<file path="src/rtl/rf_write_arbiter_pkg.sv">
// Shared types for the register-file write-port arbiter.
// Requester select encoding is used by both the rr pointer and older flag.
package rf_write_arbiter_pkg;

    localparam int DEF_DATA_W = 16;
    localparam int DEF_REG_W  = 4;

    typedef enum logic {
        REQ_A = 1'b0,
        REQ_B = 1'b1
    } reqSelT;

    function automatic reqSelT otherReq(input reqSelT r);
        return (r == REQ_A) ? REQ_B : REQ_A;
    endfunction

endpackage

</file>
<file path="src/rtl/rf_write_arbiter_buffer.sv">
// One-entry writeback holding buffer (full bit, destination, data).
// A load on the same edge as a clear wins, so a drained slot can refill at once.
module rf_wb_buffer
    import rf_write_arbiter_pkg::*;
#(
    parameter int DATA_W = DEF_DATA_W,
    parameter int REG_W  = DEF_REG_W
) (
    input  logic              clk,
    input  logic              rst,
    input  logic              load,
    input  logic              clear,
    input  logic [REG_W-1:0]  loadReg,
    input  logic [DATA_W-1:0] loadData,
    output logic              full,
    output logic [REG_W-1:0]  bufReg,
    output logic [DATA_W-1:0] bufData
);

    always_ff @(posedge clk) begin
        if (rst) begin
            full    <= 1'b0;
            bufReg  <= '0;
            bufData <= '0;
        end else if (load) begin
            full    <= 1'b1;
            bufReg  <= loadReg;
            bufData <= loadData;
        end else if (clear) begin
            full    <= 1'b0;
        end
    end

endmodule

</file>
<file path="src/rtl/rf_write_arbiter.sv">
// Two-requester writeback arbiter onto a single registered RF write port.
// Optional RF_ARB_R0_ZERO_EN: writes to r0 are accepted but silently dropped.
module rf_write_arbiter
    import rf_write_arbiter_pkg::*;
#(
    parameter int DATA_W = DEF_DATA_W,
    parameter int REG_W  = DEF_REG_W
) (
    input  logic              clk,
    input  logic              rst,
    input  logic              a_valid,
    input  logic [REG_W-1:0]  a_reg,
    input  logic [DATA_W-1:0] a_data,
    output logic              a_ready,
    input  logic              b_valid,
    input  logic [REG_W-1:0]  b_reg,
    input  logic [DATA_W-1:0] b_data,
    output logic              b_ready,
    output logic              wr_en,
    output logic [REG_W-1:0]  wr_reg,
    output logic [DATA_W-1:0] wr_data,
    input  logic [REG_W-1:0]  q_reg1,
    input  logic [REG_W-1:0]  q_reg2,
    output logic              q_busy1,
    output logic              q_busy2
);

    logic              fullA;
    logic              fullB;
    logic [REG_W-1:0]  regA;
    logic [REG_W-1:0]  regB;
    logic [DATA_W-1:0] dataA;
    logic [DATA_W-1:0] dataB;

    logic   grantA;
    logic   grantB;
    logic   bothFull;
    reqSelT pick;

    logic xferA;
    logic xferB;
    logic loadA;
    logic loadB;
    logic keepA;
    logic keepB;

    reqSelT older;
    reqSelT rr;
    logic   sameEdge;

    rf_wb_buffer #(.DATA_W(DATA_W), .REG_W(REG_W)) uBufA (
        .clk      (clk),
        .rst      (rst),
        .load     (loadA),
        .clear    (grantA),
        .loadReg  (a_reg),
        .loadData (a_data),
        .full     (fullA),
        .bufReg   (regA),
        .bufData  (dataA)
    );

    rf_wb_buffer #(.DATA_W(DATA_W), .REG_W(REG_W)) uBufB (
        .clk      (clk),
        .rst      (rst),
        .load     (loadB),
        .clear    (grantB),
        .loadReg  (b_reg),
        .loadData (b_data),
        .full     (fullB),
        .bufReg   (regB),
        .bufData  (dataB)
    );

    assign bothFull = fullA & fullB;

    // Age decides unless both entries arrived together, then rr breaks the tie
    always_comb begin
        grantA = 1'b0;
        grantB = 1'b0;
        pick   = REQ_A;
        if (bothFull) begin
            pick   = sameEdge ? rr : older;
            grantA = (pick == REQ_A);
            grantB = (pick == REQ_B);
        end else begin
            grantA = fullA;
            grantB = fullB;
        end
    end

    assign a_ready = ~fullA | grantA;
    assign b_ready = ~fullB | grantB;

    assign xferA = a_valid & a_ready;
    assign xferB = b_valid & b_ready;

`ifdef RF_ARB_R0_ZERO_EN
    assign loadA = xferA & (a_reg != '0);
    assign loadB = xferB & (b_reg != '0);
`else
    assign loadA = xferA;
    assign loadB = xferB;
`endif

    assign keepA = fullA & ~grantA;
    assign keepB = fullB & ~grantB;

    always_ff @(posedge clk) begin
        if (rst) begin
            wr_en    <= 1'b0;
            wr_reg   <= '0;
            wr_data  <= '0;
            older    <= REQ_A;
            rr       <= REQ_A;
            sameEdge <= 1'b0;
        end else begin
            wr_en <= grantA | grantB;
            unique case (1'b1)
                grantA: begin
                    wr_reg  <= regA;
                    wr_data <= dataA;
                end
                grantB: begin
                    wr_reg  <= regB;
                    wr_data <= dataB;
                end
                default: ;
            endcase
            if (bothFull) begin
                rr <= otherReq(pick);
            end
            // The entry left standing is older than the one just loaded
            if (loadA && loadB) begin
                sameEdge <= 1'b1;
            end else if (loadA && keepB) begin
                older    <= REQ_B;
                sameEdge <= 1'b0;
            end else if (loadB && keepA) begin
                older    <= REQ_A;
                sameEdge <= 1'b0;
            end
        end
    end

    assign q_busy1 = (fullA & (regA == q_reg1))
                   | (fullB & (regB == q_reg1))
                   | (wr_en & (wr_reg == q_reg1));

    assign q_busy2 = (fullA & (regA == q_reg2))
                   | (fullB & (regB == q_reg2))
                   | (wr_en & (wr_reg == q_reg2));

endmodule

</file>
<file path="config.mk">
export PLATFORM = sky130hd
export DESIGN_NAME = rf_write_arbiter
export DESIGN_NICKNAME = d
export VERILOG_FILES = /design/src/rtl/rf_write_arbiter_pkg.sv /design/src/rtl/rf_write_arbiter_buffer.sv /design/src/rtl/rf_write_arbiter.sv
export SDC_FILE = /design/constraint.sdc
export NUM_CORES = 1
export LEC_CHECK = 0
export BUFFER_PORTS_ARGS = -buffer_cell sky130_fd_sc_hd__buf_2
export CORE_MARGIN = 1
export CORE_UTILIZATION = 35
export DETAILED_ROUTE_END_ITERATION = 8
export PLACE_DENSITY = 0.62
export SLEW_MARGIN = 20
export SYNTH_ARGS = -nofsm -noshare
export SYNTH_HDL_FRONTEND = slang
export SYNTH_SLANG_ARGS = --single-unit
export TNS_END_PERCENT = 100
</file>
<file path="constraint.sdc">
create_clock -name clk -period 1.75 [get_ports clk]
set_clock_uncertainty 0.1 [all_clocks]
set_input_delay 0.0875 -clock clk [delete_from_list [all_inputs] [get_ports clk]]
set_output_delay 0.0875 -clock clk [all_outputs]
set_load 0.005 [all_outputs]
</file>
* Word-level counts from Yosys, hierarchy flattened
Index checks and enable logic that the tools add are counted.
** Cells by class
- Equality and inequality tests :: 6
- Reductions and logical operators :: 9
- Bitwise logic cells :: 24
- Muxes and demuxes :: 15
** Operator list (count)
- 16-bit one-hot mux with 2 select lines :: 1
- 4-bit == test :: 6
- 1-bit 2-to-1 mux :: 13
- 1-bit bitwise AND :: 11
- 4-bit one-hot mux with 2 select lines :: 1
- 2-bit nonzero test :: 4
- 1-bit bitwise OR :: 7
- 1-bit inverter :: 6
- 1-bit logical AND :: 3
- 3-bit nonzero test :: 1
- 2-bit AND reduction :: 1
** Word-level totals
- Register bits :: 66
- Logic and storage cells :: 66

* Longest topological paths before layout
Gate-level depths: netlist of the first run.
- Depth in word-level cells :: 9
- Gate-level depth with buffers :: 6

* Cells and area by module
A second synthesis of the first run with hierarchy kept.
** Unflattened totals
- Cells, all modules :: 362
- Area, all modules :: 3296.9 um^2
** Modules (own cells, without submodules)
- rf_write_arbiter :: area an instance 1757.9 um^2, times used 1, sequential area each 480.5 um^2, cells each 224
- rf_wb_buffer :: area an instance 769.5 um^2, times used 2, sequential area each 420.4 um^2, cells each 69

* Worst setup path before layout of the first run
No wires, ideal clock.
- Path type :: register -> register
- From :: register sameEdge
- To :: register wr_data[10]
- Setup time :: 0.070 ns
- Cell stages (with the launch flop) :: 6
- Arrival :: 1.240 ns
- Setup slack :: 0.340 ns
- Clock period less this slack :: 1.410 ns
- Cells stage by stage :: dfxtp_1 > mux2_4 > a21boi_2 > buf_2 > a22oi_1 > a21oi_1
** Between the ends
- Cells in the longest elaborated chain, start to end :: 4
- Elaborated cells between the ends (all ways) :: 6
- Those cells by class :: mux: 4; bitwise: 1; reduce/logical: 1
** RTL lines
- from (decl) :: RTL line rf_write_arbiter.sv:49 : logic sameEdge;
- from (signal assigned) :: RTL line rf_write_arbiter.sv:116 : sameEdge <= 1'b0;
- from (signal assigned) :: RTL line rf_write_arbiter.sv:135 : sameEdge <= 1'b1;
- from (signal assigned) :: RTL line rf_write_arbiter.sv:138 : sameEdge <= 1'b0;
- 1-bit 2-to-1 mux * :: RTL line rf_write_arbiter.sv:83 : pick = sameEdge ? rr : older;
- 1-bit inverter :: RTL line rf_write_arbiter.sv:84 : grantA = (pick == REQ_A);
- 1-bit 2-to-1 mux :: RTL line rf_write_arbiter.sv:82 : if (bothFull) begin
- 16-bit one-hot mux with 2 select lines or 2-bit nonzero test (tied branches)
- to (signal assigned) :: RTL line rf_write_arbiter.sv:122 : wr_data <= dataA;
- to (signal assigned) :: RTL line rf_write_arbiter.sv:126 : wr_data <= dataB;
- to (decl) :: RTL line rf_write_arbiter.sv:21 : output logic [DATA_W-1:0] wr_data,
Mark *: on every way between the ends. The rest lies on a longest branch, timed or not.
A chain may end at the register's enable or synchronous reset.

* Worst setup path in the final report of the first run
- From :: register sameEdge
- To :: register wr_data[12]
The elaborated chain is that of the path after synthesis.

==> flow_summary.json, run 1 <==
{
  "status": "finished, final reports clean",
  "cts-buffers-inserted": 9,
  "start_util_pct": 36.7,
  "synthTopCellsByCount": "103 x nand2_1, 66 x dfxtp_1, 64 x a21oi_1",
  "antenna_found_initial": 0,
  "yosysTopAreaCell": "dfxtp_1",
  "path_clk_slew_ns": 0.07,
  "dp_slack_ns": -0.0156,
  "htreeDepth": 3,
  "core_um2": 7370,
  "synthArstFlopShare_pct": 0,
  "grt.total_usage_pct": 18.7,
  "rows": 31,
  "min_from": "rst",
  "worstMarginPinSlew_ns": 0.577,
  "area_delta_synth_final_pct": 44.8,
  "fin_crit_ns": 1.64,
  "finalSetupViolations": 0,
  "dp_hpwl_mm": 5.07,
  "hold-path-endpoint": "uBufB.full",
  "diodes": 0,
  "power.density_nw_per_um2": 842,
  "route.detailed.drc": 0,
  "clock-sinks": 66,
  "synth_enable_flop_cells": 0,
  "ys_seq_elements": 66,
  "netlist_top_cells_area": "dfxtp_1 49%, nand2_1 14%, a21oi_1 12%",
  "synth_area_per_cell_um2": 8.07,
  "final_layout_size_suffix_gt1_share_pct": 26.3,
  "met3_usage_pct": 4.15,
  "setup_slack_ns": 0.108,
  "vdd.ir_drop.worst_v": 0.000431,
  "largest_registers": "uBufA.bufData x16, uBufB.bufData x16, wr_data x16",
  "reg2reg_depth": 5,
  "holdPathStages": 2,
  "ys_seq_area_share_pct": 48.9,
  "die-height_um": 89.9,
  "clockBufferDepth": 2,
  "nets": 514,
  "drtIter0Drc": 132,
  "first_global_vias": 2591,
  "synthCells": 335,
  "startpoint_type": "flip-flop",
  "cts_tree": "built",
  "place_congestion": 0.792,
  "gr-max-usage-layer": "met2",
  "cp_max_fo": 20,
  "postPlaceCellArea_um2": 3270,
  "required_ns": 1.92,
  "viasPerCell": 4.75,
  "syn_area_um2": 2700,
  "wirelength_mm": 7.29,
  "grt_max_degree": 27,
  "ios": 77,
  "fp.dieArea_um2": 8080,
  "fin_area_um2": 3920,
  "reg2reg_setup_slack_ns": 0.11,
  "synth.net_count": 387,
  "grt_use_met2_pct": 30.5,
  "clockRootBuffer": "clkbuf_8",
  "fmax_ghz": 0.609,
  "use_met1_pct": 23.5,
  "synth_top_area_share_pct": 48.9,
  "criticalPathCategory": "flip-flop to flip-flop",
  "r2r_end": "wr_data[12]",
  "synth_cell_types": 22,
  "worstSkewPairLatency_ns": 0.34,
  "finalHoldViolCount": 0,
  "drtPass1Iterations": 5,
  "slew_headroom_pct": 61.4,
  "maxCapViolCount": 0,
  "end_kind": "flip-flop",
  "ys.warnings.count": 0,
  "die_w_um": 89.9,
  "cp.arrival_ns": 1.81,
  "hp-class": "input pin to flip-flop",
  "yosysMostFrequentCell": "nand2_1",
  "grt_pass1_wl_mm": 12.0,
  "slew_viol_final": 0,
  "wl_per_cell_um": 12.9,
  "rsz0062_at_grt": "true",
  "dr_total_vias": 2690,
  "dominantRegCellSynth": "dfxtp_1",
  "portBuffers": 76,
  "n_fill_cell": 734,
  "power_mw": 3.30,
  "r2r-start": "sameEdge",
  "grt_overflow": 0,
  "ant_nets": 0,
  "p_leak_nw": 1.68,
  "post-route-period-util_pct": 93.8
}
how the worst max path moves through the flow:
stage | startpoint | to | slack (ns)
floorplan | sameEdge | wr_data[10] | 0.34
global placement | sameEdge | wr_data[3] | 0.04
detailed placement | sameEdge | wr_data[12] | -0.02
CTS | sameEdge | uBufB.bufData[15] | 0.003
global route | sameEdge | wr_reg[1] | -0.02
finish | sameEdge | wr_data[12] | 0.11
worst max-delay path, stage by stage (launching register included):
cell and delay, ns:
dfxtp_2 0.36, mux2i_4 0.21, buf_4 0.15, a21boi_4 0.48
nand2_1 0.12, a21oi_1 0.16
power breakdown:
| part | switching, mW | internal, mW |
|---|---|---|
| Combinational | 0.226 | 0.243 |
| Sequential | 0.0578 | 1.58 |
| Clock | 0.549 | 0.642 |
placed cells by master (no fill, tap or decap), types with 7 or more instances in the layout:
cell           count
nand2_1          103
buf_2             76
dfxtp_1           65
a21oi_1           64
dlygate4sd3_1     42
a22oi_1           20
buf_4             19
xor2_1            18
clkbuf_8           9
nand3_1            8
nor3_1             7
layer usage:
layer | up-vias | wire length (µm) | share of wire [%]
li1 | 1373 | - | -
met1 | 1235 | 3370 | 46
met2 | 62 | 3460 | 47
met3 | 20 | 249 | 3.4
met4 | 0 | 204 | 2.8
met5 | - | 0 | 0
layout make-up:
type                       instances  area [µm²]  share of cell area [%]
clock buffer                       9         124                    3.16
clock inverter                     7        60.1                    1.53
inverter                           3        11.3                   0.288
multi-input combinational        244        1310                    33.5
sequential                        66        1320                    33.8
tap                               99         124                    3.16
timing repair buffer             138         963                    24.6
cells by family (layout without fill, tap and decap cells):
logic type | after synthesis | in the layout | share of synthesized area, %
AND/OR/NAND/NOR | 125 | 125 | 18.1
AO/OA/AOI/OAI | 93 | 93 | 20.1
flip-flops | 66 | 66 | 48.9
buffers and inverters | 25 | 157 | 4.03
XOR/XNOR | 24 | 24 | 7.77
multiplexers | 2 | 2 | 1.06
repair_timing:
action | in CTS | in global routing
setup endpoints to repair | 7 | 21
hold buffers | 42 | 0
pin swaps | 0 | 1
resized for setup | 3 | 2
buffers inserted | 0 | 2
endpoints found under the hold margin | 43 | 0
metrics by stage:
step                      instances  TNS [ns]  hold slack, ns  utilization [%]
after global routing            566   -0.0500          0.0585             53.1
after CTS                       564         0          0.0585             52.8
after floorplan                 335         0          0.0834                -
final                           566         0          0.0658             53.1
after detailed placement        506   -0.0156           0.236             44.4
after global placement          506         0           0.230             44.4
No activity file was read; power rests on OpenSTA's default activity.
==> inputs of run 2 (changes only) <==
--- a/config.mk
+++ b/config.mk
@@ -5,11 +5,12 @@
 export SDC_FILE = /design/constraint.sdc
 export NUM_CORES = 1
 export LEC_CHECK = 0
-export BUFFER_PORTS_ARGS = -buffer_cell sky130_fd_sc_hd__buf_2
 export CORE_MARGIN = 1
 export CORE_UTILIZATION = 35
 export DETAILED_ROUTE_END_ITERATION = 8
-export PLACE_DENSITY = 0.62
+export DONT_BUFFER_PORTS = 1
+export PLACE_DENSITY = 0.54
+export RECOVER_POWER = 50
 export SLEW_MARGIN = 20
 export SYNTH_ARGS = -nofsm -noshare
 export SYNTH_HDL_FRONTEND = slang
==> flow_summary.json, run 2 (synthesis results as in run 1) <==
{
  "gr-max-usage-layer": "met2",
  "rows": 31,
  "power.switching_mw": 0.817,
  "rsz0062_at_grt": "true",
  "slew_headroom_pct": 60.3,
  "first_global_vias": 2434,
  "cp.arrival_ns": 1.42,
  "portBuffers": 0,
  "wirelength_mm": 7.11,
  "p_leak_nw": 1.33,
  "largest_registers": "uBufA.bufData x16, uBufB.bufData x16, wr_data x16",
  "r2r_end": "sameEdge",
  "end_kind": "primary output",
  "wl_per_cell_um": 14.6,
  "fmax_ghz": 0.621,
  "route.detailed.drc": 0,
  "maxCapViolCount": 0,
  "die_w_um": 89.9,
  "vdd.ir_drop.worst_v": 0.000391,
  "layout_commonest_cell": "nand2_1",
  "dp_slack_ns": -0.0697,
  "postPlaceCellArea_um2": 2860,
  "p_clk_share_pct": 35.3,
  "dr_total_vias": 2392,
  "regArea_um2": 1320,
  "place_congestion": 0.766,
  "setup_slack_ns": 0.139,
  "cp_slowest_cell": "dfxtp_1",
  "cts-buffers-inserted": 9,
  "path_clk_slew_ns": 0.07,
  "grt_use_met2_pct": 30.8,
  "reg2reg_depth": 6,
  "crit_start": "uBufB.full",
  "cpMostUsedCell": "buf_4",
  "post-route-period-util_pct": 92.0,
  "fp.dieArea_um2": 8080,
  "worstSkewPairLatency_ns": 0.33,
  "ios": 77,
  "n_fill_cell": 777,
  "nets": 434,
  "finalHoldViolCount": 0,
  "postCtsSetupRepairBufs": 0,
  "core_um2": 7370,
  "cp_max_fo": 5,
  "multiInputGateArea_um2": 1310,
  "startpoint_type": "flip-flop",
  "clockRootBuffer": "clkbuf_8",
  "hp-class": "input pin to flip-flop",
  "slowest_delay_ns": 0.33,
  "die-height_um": 89.9,
  "fin_area_um2": 3520,
  "criticalPathCategory": "flip-flop to primary output",
  "finalSetupViolations": 0,
  "pwr-share-comb_pct": 12.5,
  "met3_usage_pct": 5.67,
  "grt_max_degree": 67,
  "area_delta_synth_final_pct": 30.3,
  "seq_power_share_pct": 52.2,
  "drtIter0Drc": 112,
  "required_ns": 1.56,
  "power_switching_share_pct": 26.1,
  "p_int_mw": 2.32,
  "final_layout_size_suffix_gt1_share_pct": 10.9,
  "ant_nets": 0,
  "slew_viol_final": 0,
  "power.density_nw_per_um2": 890,
  "grt.total_usage_pct": 18.8,
  "clock-sinks": 66,
  "drtPass1Iterations": 4,
  "antenna_found_initial": 0,
  "final_cell_mix": "103 x nand2_1, 65 x dfxtp_1, 64 x a21oi_1, 43 x dlygate4sd3_1, 20 x a22oi_1",
  "diodes": 0,
  "status": "finished, final reports clean",
  "cts_tree": "built",
  "clockBufferDepth": 2,
  "fin_crit_ns": 1.61,
  "use_met1_pct": 23.2,
  "worstMarginPinSlew_ns": 0.593,
  "viasPerCell": 4.92,
  "reg2reg_setup_slack_ns": 0.15,
  "r2r-start": "uBufB.full",
  "dp_hpwl_mm": 4.73,
  "htreeDepth": 3,
  "start_util_pct": 36.7,
  "grt_pass1_wl_mm": 11.9,
  "grt_overflow": 0,
  "path_cells": "buf_4, buf_4, nand2_1, nor2_2, inv_1",
  "crit_end": "a_ready"
}
==> run 2: cell type report <==
class	instances	area share, %
Multi-Input combinational cell	244	37.3
Sequential cell	66	37.5
Clock inverter	5	0.852
Inverter	3	0.320
Timing Repair Buffer	58	16.5
Clock buffer	11	4.01
Tap cell	99	3.52
==> run 2: timing repair <==
action / CTS / global route
hold buffers: 44 / 0
resized for setup: 2 / 5
endpoints found under the hold margin: 66 / 0
endpoints found under the setup margin: 25 / 14
gates cloned: 0 / 0
==> run 2: stage by stage <==
stage	cells	util [%]	total power [mW]	setup TNS (ns)	hold slack (ns)
finish	486	47.8	3.14	0	0.0223
global route	486	47.8	3.30	-0.0447	0.0352
CTS	486	47.6	3.17	0	0.00651
detailed placement	426	38.8	1.95	-0.530	0.0633
global placement	426	38.8	1.94	-0.145	0.0623
floorplan	335	-	1.88	0	0.0834
==> run 2: worst min path at each step <==
stage,start,to,slack [ns],depth (start not counted)
floorplan,b_valid,sameEdge,0.08,1
global placement,rst,uBufA.bufData[6],0.06,1
detailed placement,rst,sameEdge,0.06,1
CTS,b_valid,uBufB.bufData[0],0.007,4
global route,b_valid,uBufB.bufReg[2],0.04,3
finish,b_valid,uBufB.bufData[0],0.02,4
==> run 2: power by group through the flow <==
stage,Sequential (mW),Combinational (mW),Clock (mW)
floorplan,1.66,0.218,0
CTS,1.64,0.394,1.14
finish,1.64,0.392,1.11
global route,1.65,0.439,1.22
global placement,1.67,0.272,0
detailed placement,1.67,0.278,0
==> run 2: per-layer routing <==
metal | part of all wire [%] | wire [µm]
met5 | 0 | 0
met4 | 1.5 | 107
met2 | 48 | 3410
met3 | 5.0 | 357
met1 | 46 | 3240
==> run 2: worst max-delay path, delay by kind of cell (launching register included) <==
kind	cells	cell delay (ns)
DFF	1	0.33
buffers and inverters	3	0.35
and+or+nand+nor	2	0.40
